**config.mk**
```make
export PLATFORM = sky130hd
export DESIGN_NAME = soml_tx_encoder
export DESIGN_NICKNAME = d
export VERILOG_FILES = /design/src/rtl/soml_tx_encoder.sv
export SDC_FILE = /design/constraint.sdc
export NUM_CORES = 1
export LEC_CHECK = 0
export CORE_MARGIN = 5
export CORE_UTILIZATION = 30
export CTS_BUF_LIST = sky130_fd_sc_hd__clkbuf_2
export CTS_CLUSTER_DIAMETER = 80
export CTS_CLUSTER_SIZE = 40
export DETAILED_ROUTE_END_ITERATION = 6
export SLEW_MARGIN = 5
export SYNTH_ARGS = -nofsm -noshare
export SYNTH_HDL_FRONTEND = slang
export SYNTH_SLANG_ARGS = --single-unit
```
**constraint.sdc**
```tcl
create_clock -name clk -period 3.3 [get_ports clk]
set_input_delay 0.66 -clock clk [delete_from_list [all_inputs] [get_ports clk]]
set_output_delay 0.66 -clock clk [all_outputs]
set_load 0.02 [all_outputs]
```
**src/rtl/soml_tx_encoder.sv**
```systemverilog
// Space-time codeword encoder: maps a 12-bit info word to a 4x2 complex codeword
// and streams its 8 entries row-major as signed Q-format samples over valid/ready.
module soml_tx_encoder #(
  parameter int Q    = 22,
  parameter int N    = 32,
  parameter int LVL1 = 1326355,
  parameter int LVL3 = 3979065
) (
  input  logic                clk,
  input  logic                rst,
  input  logic                in_valid,
  output logic                in_ready,
  input  logic [11:0]         bits_in,
  output logic                out_valid,
  input  logic                out_ready,
  output logic signed [N-1:0] out_r,
  output logic signed [N-1:0] out_i,
  output logic [1:0]          out_ant,
  output logic                out_slot,
  output logic                out_last
);

  localparam logic signed [N-1:0] P1 = N'(LVL1);
  localparam logic signed [N-1:0] P3 = N'(LVL3);

  typedef enum logic [1:0] {IDLE, MAP, STREAM} state_t;

  state_t      state_reg, state_next;
  logic [2:0]  beat_reg, beat_next;
  logic        in_ready_reg;
  logic [11:0] word_reg;
  logic        capture;

  logic signed [N-1:0] ent_r [8];
  logic signed [N-1:0] ent_i [8];

  // Gray-coded 16-QAM level for one 2-bit field
  function automatic logic signed [N-1:0] qam(input logic [1:0] f);
    case (f)
      2'b00:   qam = -P3;
      2'b01:   qam = -P1;
      2'b11:   qam = P1;
      default: qam = P3;
    endcase
  endfunction

  logic signed [N-1:0] x1_r, x1_i, x2_r, x2_i;
  logic [1:0] a1, a2, rot;

  always_comb begin
    x1_r = qam(word_reg[7:6]);
    x1_i = qam(word_reg[5:4]);
    x2_r = qam(word_reg[3:2]);
    x2_i = qam(word_reg[1:0]);
    rot  = word_reg[11:10];
    a1   = 2'd0;
    a2   = 2'd1;
    case (word_reg[9:8])
      2'b00:   begin a1 = 2'd0; a2 = 2'd1; end
      2'b01:   begin a1 = 2'd2; a2 = 2'd3; end
      2'b10:   begin a1 = 2'd0; a2 = 2'd2; end
      default: begin a1 = 2'd1; a2 = 2'd3; end
    endcase
  end

  genvar gi;
  generate
    for (gi = 0; gi < 8; gi++) begin : g_ent
      localparam logic [1:0] ANT  = 2'(gi / 2);
      localparam logic       SLOT = 1'(gi % 2);
      logic signed [N-1:0] base_r, base_i, rot_r, rot_i;
      logic signed [N-1:0] val_r_reg, val_i_reg;

      always_comb begin
        base_r = '0;
        base_i = '0;
        if (ANT == a1) begin
          base_r = SLOT ? -x2_r : x1_r;
          base_i = SLOT ?  x2_i : x1_i;
        end else if (ANT == a2) begin
          base_r = SLOT ?  x1_r : x2_r;
          base_i = SLOT ? -x1_i : x2_i;
        end
        // multiply by j^rot using only swaps and negations
        case (rot)
          2'd1:    begin rot_r = -base_i; rot_i =  base_r; end
          2'd2:    begin rot_r = -base_r; rot_i = -base_i; end
          2'd3:    begin rot_r =  base_i; rot_i = -base_r; end
          default: begin rot_r =  base_r; rot_i =  base_i; end
        endcase
      end

      always_ff @(posedge clk) begin
        if (rst) begin
          val_r_reg <= '0;
          val_i_reg <= '0;
        end else if (state_reg == MAP) begin
          val_r_reg <= rot_r;
          val_i_reg <= rot_i;
        end
      end

      assign ent_r[gi] = val_r_reg;
      assign ent_i[gi] = val_i_reg;
    end
  endgenerate

  always_comb begin
    state_next = state_reg;
    beat_next  = beat_reg;
    capture    = 1'b0;
    case (state_reg)
      IDLE: begin
        if (in_valid && in_ready_reg) begin
          state_next = MAP;
          capture    = 1'b1;
        end
      end
      MAP: begin
        state_next = STREAM;
        beat_next  = 3'd0;
      end
      STREAM: begin
        if (out_ready) begin
          if (beat_reg == 3'd7) begin
            state_next = IDLE;
            beat_next  = 3'd0;
          end else begin
            beat_next = beat_reg + 3'd1;
          end
        end
      end
      default: state_next = IDLE;
    endcase
  end

  always_ff @(posedge clk) begin
    if (rst) begin
      state_reg    <= IDLE;
      beat_reg     <= 3'd0;
      in_ready_reg <= 1'b0;
      word_reg     <= '0;
    end else begin
      state_reg    <= state_next;
      beat_reg     <= beat_next;
      in_ready_reg <= (state_next == IDLE);
      if (capture) word_reg <= bits_in;
    end
  end

  assign in_ready  = in_ready_reg;
  assign out_valid = (state_reg == STREAM);
  assign out_r     = out_valid ? ent_r[beat_reg] : '0;
  assign out_i     = out_valid ? ent_i[beat_reg] : '0;
  assign out_ant   = out_valid ? beat_reg[2:1] : 2'd0;
  assign out_slot  = out_valid ? beat_reg[0] : 1'b0;
  assign out_last  = out_valid && (beat_reg == 3'd7);

endmodule
```
==> impl_metrics.py <==
metrics = {
    "synth": {
        "seq_area_frac_synth": 0.3977,
        "syn-num-nets": 2921,
        "synthTopCellsByArea": "dfxtp_1, mux4_2, nor2_1",
        "syn_area_per_cell_um2": 9.091,
        "ys_ff_latch": 518,
        "synth_edf_count": 0,
        "synth_top_cell_by_area": "dfxtp_1",
        "ys_warn_count": 0,
        "yosys.area.top_type_share": 0.3977,
        "syn_area_mm2": 0.02607,
        "async_flop_share": 0,
        "yosysUniqueCellTypes": 88,
        "ys.flop_type": "dfxtp_1",
        "synthCells": 2868,
    },
    "setup_path": {
        "critical_path_class": "register to output pin",
        "critPathMaxFanout": 5,
        "worstPathRequired_ns": 2.64,
        "cp-start-kind": "register",
        "arrival_ns": 3.22,
        "r2r-start": "word_reg[9]$_SDFFE_PP0P_",
        "crit_path_start": "beat_reg[0]$_SDFFE_PP0P_",
        "end_kind": "output pin",
    },
    "outcome": {
        "status": "finished with violations",
        "violations": "setup timing",
    },
    "final_layout": {
        "layout.nets": 3062,
        "area_growth_pct": 18.65,
        "instances_no_fill": 4187,
        "regArea_mm2": 0.01040,
        "fillers": 8907,
        "multi_input_area_mm2": 0.01480,
        "largest_reg_flops": 252,
        "layout-drive-gt1-share": 0.2182,
    },
    "placement": {
        "dp_slack_ns": -0.02111,
        "dp_hpwl_um": 67730,
        "globalplace.congestion": 1.041,
        "numPortBuffers": 85,
        "dpl.cell_count": 4066,
    },
    "pwr": {
        "p_sw_frac": 0.3473,
        "p_int_uw": 8196,
        "power_density_mw_per_mm2": 405.9,
        "p_leak_uw": 0.01229,
        "seqPwrFrac": 0.540,
        "ir_worst_vdd_uv": 252.2,
        "power.share.combinational": 0.228,
        "clkPwrFrac": 0.233,
        "p_sw_uw": 4361,
    },
    "floorplan": {
        "io_pins": 86,
        "die_area_mm2": 0.09291,
        "core_area_mm2": 0.08648,
        "die_x_um": 304.8,
        "initial_core_util": 0.3015,
        "num_rows": 108,
        "die_y_um": 304.8,
    },
    "grt": {
        "grt_max_degree": 116,
        "first_global_vias": 22133,
        "grt_overflow_total": 0,
        "antenna_found_initial": 2,
        "grt_usage": 0.1988,
        "grt_pass1_wl_um": 145300,
    },
    "sta": {
        "setup_viol": 67,
        "max-slew-margin-rel": 0.3732,
        "skew_ns": 0.2151,
        "rsz0062_at_grt": "yes",
        "timing.final.max_slew_violations": 0,
        "fin_ws_ns": -0.5812,
        "period_share": 1.176,
        "hold_viol_final": 0,
        "worst_pin_slew_ns": 0.9403,
        "hold_slack_ns": 0.1859,
        "fmax_mhz": 257.7,
        "period_minus_slack_ns": 3.881,
    },
    "detailed_routing": {
        "drt-initial-drc-count": 2964,
        "via_per_inst": 5.663,
        "postRouteAntennaNets": 0,
        "routed_wl_um": 97770,
        "first_pass_iters": 6,
        "num_vias": 23713,
        "wl_per_cell_um": 23.35,
        "drt_drc_violations_left": 0,
    },
    "clocking": {
        "clk_path_buf_depth": 3,
        "path_clk_slew_ns": 0.45,
        "root_buffer": "clkbuf_2",
        "cts_inserted_buffers": 27,
        "clk_latency_ns": 1.36,
        "clock_sinks": 518,
        "cts_tree": "done",
        "ctsHtreeMaxLevel": 1,
    },
    "job": {
        "max_cap_viol_count": 0,
    },
    "min_path": {
        "hold_path_class": "input pin to register",
        "hold_path_startpoint": "out_ready",
    },
}
==> final cells by class <==
| class | instances | share of cell area |
|---|---|---|
| clock buffers | 27 | 0.004368 |
| flip-flops and latches | 518 | 0.3361 |
| diodes | 2 | 0.0001618 |
| multi-input cells | 2049 | 0.4785 |
| inverters | 35 | 0.004287 |
| repair buffers | 378 | 0.1180 |
| clock inverters | 23 | 0.01189 |
| well taps | 1155 | 0.04671 |
==> per-stage QoR <==
stage	cell area, µm²	util	setup TNS (ns)	power (µW)
CTS	30620	0.3540	-34.13	12510
floorplan	26070	-	0	8432
global route	30940	0.3577	-34.95	13080
global placement	29230	0.3380	-0.06588	9450
detailed placement	29230	0.3380	-0.04105	9461
finish	30940	0.3577	-29.64	12560
==> placed cells by master (no fill, tap or decap), types with 29 or more instances in the layout <==
master	n
nand2_1	208
buf_4	249
a21oi_1	172
o22ai_1	54
ha_1	34
mux4_2	138
a21o_1	143
o21a_1	68
mux2i_1	58
nor3_1	33
dfxtp_1	510
nor2_1	453
a22oi_1	54
clkbuf_2	29
o21ai_0	164
nand3_1	49
a31oi_1	54
==> what timing repair did <==
action                                  in CTS  in global routing
buffers inserted                            29                 13
pin swaps                                    4                 15
hold buffers                                13                  0
endpoints found under the hold margin       63                  0
cloned                                      12                  6
gates resized for setup                    363                 62
endpoints found under the setup margin      69                 78
==> worst max-delay path, cell delays in order, from the launching register on <==
cell and delay (ns):
dfxtp_4 0.49, buf_8 0.18, buf_16 0.17, mux4_2 0.54
mux2i_4 0.27, nor2_1 0.07, clkdlybuf4s15_2 0.26
==> synthesized netlist by cell type, types with 18 or more instances <==
library cell / count
o21a_1: 68
nand3_1: 49
o21ai_0: 164
buf_1: 47
a22oi_1: 55
nand2_1: 209
inv_1: 28
mux4_2: 138
o22ai_1: 54
clkbuf_1: 168
mux2i_1: 86
and3_1: 22
a21o_1: 143
nor2_1: 456
ha_1: 37
a31oi_1: 54
o221ai_1: 19
dfxtp_1: 518
a211oi_1: 25
nor3_1: 33
buf_2: 43
a21oi_1: 172
o211ai_1: 18
==> routing by layer <==
layer  GRT usage  part of all wire  vias to the layer above
li1            -                 -                    10778
met1      0.2868              0.44                    11543
met2      0.3008              0.43                     1219
met3     0.04409             0.098                      173
met4     0.05462             0.032                        0
met5           0                 0                        -
==> logic make-up after synthesis <==
kind of cell / Yosys count / share of synthesized area
xor+xnor: 15 / 0.005039
flops: 518 / 0.3977
mux: 240 / 0.1591
buf+inv: 301 / 0.04674
compound gates: 918 / 0.2391
fa+ha+maj: 37 / 0.01776
simple gates: 839 / 0.1346
==> worst paths after layout <==
kind / end / slack [ns] / cells past startpoint
max reg2reg: g_ent[6].val_r_reg[8]$_SDFFE_PP0P_ / -0.10 / 9
max: out_r[6] / -0.58 / 6
min: state_reg[1]$_SDFF_PP0_ / 0.19 / 4
min reg2reg: g_ent[5].val_r_reg[20]$_SDFFE_PP0P_ / 0.46 / 2
==> power groups by stage <==
| stage | registers (µW) | clock network [µW] | logic, µW |
|---|---|---|---|
| 6_report | 6770 | 2920 | 2860 |
| 5_1_grt | 6820 | 3230 | 3030 |
| 4_1_cts | 6770 | 3000 | 2740 |
| 3_5_place_dp | 6840 | 0 | 2630 |
| 3_3_place_gp | 6830 | 0 | 2620 |
| 2_1_floorplan | 6770 | 0 | 1670 |
Note: power is estimated with default switching activity, not from simulation.
